## config.mk

```make
export PLATFORM = sky130hd
export DESIGN_NAME = enemy_missile_walker
export DESIGN_NICKNAME = d
export VERILOG_FILES = /design/src/rtl/enemy_missile_walker.sv
export SDC_FILE = /design/constraint.sdc
export NUM_CORES = 1
export LEC_CHECK = 0
export CAP_MARGIN = 20
export CORE_MARGIN = 4
export CORE_UTILIZATION = 54
export CTS_BUF_LIST = sky130_fd_sc_hd__clkbuf_16
export DETAILED_ROUTE_END_ITERATION = 10
export GPL_TIMING_DRIVEN = 1
export PLACE_DENSITY = 0.82
export SETUP_SLACK_MARGIN = 0.1
export SYNTH_ARGS = -nofsm -noshare
export SYNTH_HDL_FRONTEND = slang
export SYNTH_SLANG_ARGS = --single-unit
```

## constraint.sdc

```tcl
create_clock -name clk -period 4.7 [get_ports clk]
set_input_delay 0.705 -clock clk [delete_from_list [all_inputs] [get_ports clk]]
set_output_delay 0.705 -clock clk [all_outputs]
set_load 0.03 [all_outputs]
```

## src/rtl/enemy_missile_walker.sv

```systemverilog
// enemy_missile_walker: Bresenham walker offering one missile trail pixel per step_tick over a valid/ready plot port.
// Define TRAIL_ERASE_EN to re-walk the finished line in BACK_COLOR before returning to idle.
module enemy_missile_walker #(
    parameter logic [2:0] MISSILE_COLOR = 3'b101
`ifdef TRAIL_ERASE_EN
    , parameter logic [2:0] BACK_COLOR = 3'b000
`endif
) (
    input  logic       clk,
    input  logic       rst,
    input  logic       start,
    input  logic [8:0] x0,
    input  logic [8:0] x1,
    input  logic [7:0] y0,
    input  logic [7:0] y1,
    input  logic       step_tick,
    input  logic       abort,
    output logic       pix_valid,
    input  logic       pix_ready,
    output logic [8:0] pix_x,
    output logic [7:0] pix_y,
    output logic [2:0] pix_color,
    output logic       busy,
    output logic       impact,
    output logic [8:0] impact_x
);
    typedef enum logic [3:0] {
        IDLE, LOAD, WAIT_TICK, PLOT, STEP, ARRIVE
`ifdef TRAIL_ERASE_EN
        , E_LOAD, E_PLOT, E_STEP
`endif
    } state_t;

    state_t state, state_n;
    logic [8:0] x, xa, xb;
    logic [7:0] y, ya, yb;
    logic signed [10:0] dx, dy, err, dx_l, dy_l;
    logic signed [11:0] e2;
    logic sx_neg, sy_neg, pend;
    logic at_end, do_load, do_step, step_x, step_y;

    assign e2     = {err, 1'b0};
    assign step_x = e2 >= $signed({dy[10], dy});
    assign step_y = e2 <= $signed({dx[10], dx});
    assign at_end = (x == xb) && (y == yb);
    assign dx_l   = (xb >= xa) ? $signed({2'b0, xb - xa}) : $signed({2'b0, xa - xb});
    assign dy_l   = (yb >= ya) ? -$signed({3'b0, yb - ya}) : -$signed({3'b0, ya - yb});
    assign pix_x  = x;
    assign pix_y  = y;

`ifdef TRAIL_ERASE_EN
    assign do_load   = state == LOAD || state == E_LOAD;
    assign do_step   = state == STEP || state == E_STEP;
    assign pix_valid = state == PLOT || state == E_PLOT;
    assign pix_color = state == PLOT ? MISSILE_COLOR : state == E_PLOT ? BACK_COLOR : 3'b000;
`else
    assign do_load   = state == LOAD;
    assign do_step   = state == STEP;
    assign pix_valid = state == PLOT;
    assign pix_color = state == PLOT ? MISSILE_COLOR : 3'b000;
`endif

    // abort outranks every transition, including a same-cycle handshake
    always_comb begin
        state_n = state;
        if (abort && state != IDLE)
            state_n = IDLE;
        else
            case (state)
                IDLE:      state_n = start ? LOAD : IDLE;
                LOAD:      state_n = PLOT;
                WAIT_TICK: state_n = pend ? STEP : WAIT_TICK;
                PLOT:      state_n = !pix_ready ? PLOT : at_end ? ARRIVE : WAIT_TICK;
                STEP:      state_n = PLOT;
`ifdef TRAIL_ERASE_EN
                ARRIVE:    state_n = E_LOAD;
                E_LOAD:    state_n = E_PLOT;
                E_PLOT:    state_n = !pix_ready ? E_PLOT : at_end ? IDLE : E_STEP;
                E_STEP:    state_n = E_PLOT;
`endif
                default:   state_n = IDLE;
            endcase
    end

    always_ff @(posedge clk or negedge rst) begin
        if (!rst) begin
            state    <= IDLE;
            busy     <= 1'b0;
            impact   <= 1'b0;
            impact_x <= '0;
            pend     <= 1'b0;
            x        <= '0;
            y        <= '0;
            xa       <= '0;
            ya       <= '0;
            xb       <= '0;
            yb       <= '0;
            dx       <= '0;
            dy       <= '0;
            err      <= '0;
            sx_neg   <= 1'b0;
            sy_neg   <= 1'b0;
        end else begin
            state  <= state_n;
            busy   <= state_n != IDLE;
            impact <= state_n == ARRIVE;
            // single-depth tick memory; the STEP entry consumes it
            pend   <= state != IDLE && !(state == WAIT_TICK && pend) && (pend || step_tick);
            if (state_n == ARRIVE)
                impact_x <= xb;
            if (state == IDLE && start) begin
                xa <= x0;
                ya <= y0;
                xb <= x1;
                yb <= y1;
            end
            if (do_load) begin
                x      <= xa;
                y      <= ya;
                sx_neg <= xb < xa;
                sy_neg <= yb < ya;
                dx     <= dx_l;
                dy     <= dy_l;
                err    <= dx_l + dy_l;
            end
            if (do_step) begin
                err <= err + (step_x ? dy : 11'sd0) + (step_y ? dx : 11'sd0);
                if (step_x)
                    x <= sx_neg ? x - 9'd1 : x + 9'd1;
                if (step_y)
                    y <= sy_neg ? y - 8'd1 : y + 8'd1;
            end
        end
    end
endmodule

```

==> qor.csv <==
stage,metric,value,unit
placement,io_buffers,70,
timing,period_share,92.9,%
clocking,clock_latency,350,ps
route,dr_wl_met2,9710,um
route,drtIter0Drc,627,
yosys,yosys.cell_types.count,69,
setup_path,critical_path_class,reg -> reg,
timing,tightest_slew,896,ps
setup_path,cpLargestDelayFamily,compound AO/OA/AOI/OAI gates,
layout,area_delta_synth_final,14.7,%
global_route,grt_max_degree,70,
timing,hold_violations,0,
setup_path,path_max_fanout,15,
yosys,ys.flop_type,dfrtp_1,
placement,dp_hpwl,16400,um
global_route,grt_pass1_vias,6901,
yosys,yosysSeqAreaShare,30.2,%
setup_path,critPathArrivalTime,4620,ps
route,vias,7135,
route,first_pass_iters,5,
die,die_x,131,um
setup_path,path_buf_inv,3,
layout,drive_gt1_share,8.12,%
route,drt_wl_total,21400,um
yosys,synth_area_leader_cell,dfrtp_1,
route,viasPerCell,6.04,
clocking,clockBufferDepth,2,
clocking,path_clk_slew,70,ps
setup_path,slowest_delay,470,ps
timing,fin_worst_skew,12.8,ps
yosys,yosys-top-cells-area,"dfrtp_1 (30%), ha_1 (13%), o21ai_0 (4.9%)",
clocking,cts_buffers,9,
setup_path,required,4950,ps
yosys,syn_area,8200,sq um
route,avgRoutedWirePerCell,18.1,um
clocking,htreeDepth,3,
yosys,synthesis.nets,1078,
die,initial_core_util,55.8,%
route,wl_met1,10000,um
yosys,synth_async_sr_flop_share,100,%
yosys,synth_top_area_share,30.2,%
die,dieArea,17200,sq um
timing,tns,0,ps
timing,drv_slew,0,
yosys,syn_avg_cell_area,8.76,sq um
clocking,cts-root-buf,clkbuf_16,
setup_path,cp_slowest_cell,fa_1,
setup_path,path_cells,"inv_1, ha_1, inv_1, fa_1, a211oi_2, nor2_1, a41o_1, a21oi_2, buf_4, nand2_1, o21ai_0, xnor2_1, ha_1, a21o_1, a21oi_2, o21ai_0, o211a_1, o31a_1, o211ai_2, xnor2_1, a221oi_1",
setup_path,crit_path_end_kind,register,
timing,setup_slack,333,ps
yosys,synth_edf_count,0,
yosys,ys_ff_latch,99,
layout,fin_nets,1135,
global_route,grt.overflow.total,0,
clocking,cts_hold_buffers,0,
layout,diodes,0,
route,highest-signal-layer,met4,
die,core_area,14700,sq um
route,ant_nets,0,
setup_path,critPathLaunchType,register,
clocking,clkSinkCount,99,
global_route,antenna_found_initial,0,
timing,period_needed,4370,ps
timing,max_freq,229,MHz
status,run_status,finished clean,
global_route,grt_pass1_wl,35700,um
placement,place_area,9070,sq um
die,die_height,131,um
layout,final_cell_area,9400,sq um
route,remaining_drc_errors,0,
route,wl_met3,1070,um
placement,routabilityCongestion,0.913,
timing,setup_viol_count_final,0,
global_route,grt_use_total,25.0,%
job,drv_cap,0,
die,num_rows,44,
clocking,cts_tree,yes,
die,ios,72,
yosys,netlist_instances,936,
timing,rsz0062_at_grt,yes,
worst_hold_path,hp-class,in -> async,
timing,relSlewSlack,40.2,%
placement,pre_cts_ws,223,ps
yosys,yosys_warnings,0,
-- flip-flops by register name (all words and copies together), names as in the netlist, 9 cells and up --
signal    cells
xa            9
dy           11
pix_x         9
err          11
xb            9
impact_x      9
dx            9
-- timing repair --
item,4_1_cts,5_1_grt
setup buffers,0,1
gates resized for setup,0,10
setup endpoints to repair,0,4
-- logic make-up after synthesis --
| kind of cell | count (synthesis) | share of synthesized area, % |
|---|---|---|
| other | 1 | 0.0457 |
| AND/OR/NAND/NOR | 256 | 15.3 |
| flip-flops | 99 | 30.2 |
| adder cells (fa/ha/maj) | 102 | 17.1 |
| XOR/XNOR | 66 | 7.05 |
| buffers and inverters | 126 | 6.03 |
| AO/OA/AOI/OAI | 250 | 19.5 |
| multiplexers | 36 | 4.78 |
-- layer usage --
layer  up-vias  global-route usage, %
li1       3413                      -
met1      3422                   35.5
met2       261                   40.0
met3        39                   2.68
met4         0                   9.22
met5         -                      0
-- worst paths after layout --
kind,startpoint,to,slack [ps],cells after the start
worst max-delay path,yb[0]$_DFFE_PN0P_,err[10]$_DFFE_PN0P_,330,21
worst min-delay path,rst,pend$_DFF_PN0_,470,1
worst max register to register,yb[0]$_DFFE_PN0P_,err[10]$_DFFE_PN0P_,330,21
worst min register to register,dy[8]$_DFFE_PN0P_,dy[8]$_DFFE_PN0P_,500,1
max in group asynchronous,rst,ya[1]$_DFFE_PN0P_,3280,2
min in group clk,dy[8]$_DFFE_PN0P_,dy[8]$_DFFE_PN0P_,500,1
-- cell type report --
cell class,count,area [sq um]
sequential,99,2480
tap,184,230
inverter,88,330
clock buffer,9,225
fill,1224,5300
clock inverter,7,62.6
multi-input combinational,711,5270
timing repair buffer,84,803
-- cell usage after synthesis (3+ instances only) --
library cell / count
a211o_1: 4
a211oi_1: 16
a21o_1: 19
a21oi_1: 56
a221oi_1: 3
a31oi_1: 8
and2_1: 4
and3_1: 3
buf_2: 3
buf_4: 4
clkbuf_1: 27
dfrtp_1: 99
fa_1: 17
ha_1: 85
inv_1: 88
mux2_2: 25
mux2i_1: 11
nand2_1: 86
nand2b_1: 10
nand3_1: 14
nand3b_1: 5
nand4_1: 7
nor2_1: 57
nor2b_1: 13
nor3_1: 16
nor3b_1: 5
nor4_1: 14
o211ai_1: 3
o21a_1: 8
o21ai_0: 81
o21bai_1: 5
o221ai_1: 9
o22ai_1: 5
o311ai_1: 3
or2_2: 6
or3_1: 6
or4b_1: 3
xnor2_1: 40
xor2_1: 26
-- cell usage in the layout (no fill, tap or decap), types with 4 or more instances in the layout --
cell / instances
dfrtp_1: 99
inv_1: 88
nand2_1: 86
ha_1: 85
o21ai_0: 80
clkdlybuf4s50_1: 69
nor2_1: 57
a21oi_1: 53
xnor2_1: 40
xor2_1: 26
mux2_2: 25
a21o_1: 19
fa_1: 17
nor3_1: 15
a211oi_1: 15
buf_4: 15
nand3_1: 14
nor2b_1: 13
nor4_1: 13
mux2i_1: 11
nand2b_1: 10
o221ai_1: 9
clkbuf_16: 9
o21a_1: 8
a31oi_1: 8
nand4_1: 7
or2_2: 6
or3_1: 6
nand3b_1: 5
nor3b_1: 5
o21bai_1: 5
o22ai_1: 5
and2_1: 4
a211o_1: 4
a21oi_2: 4
-- metrics by stage --
stage                     util [%]  cells  hold slack (ps)
after floorplan                  -    936              409
after global placement        61.7   1165              466
after detailed placement      61.7   1165              493
after CTS                     63.7   1181              503
after global routing          64.0   1182              526
final                         64.0   1182              469
Power is not shown: default switching activity piles up to over one toggle a cycle in this logic, so the estimate is an artifact.
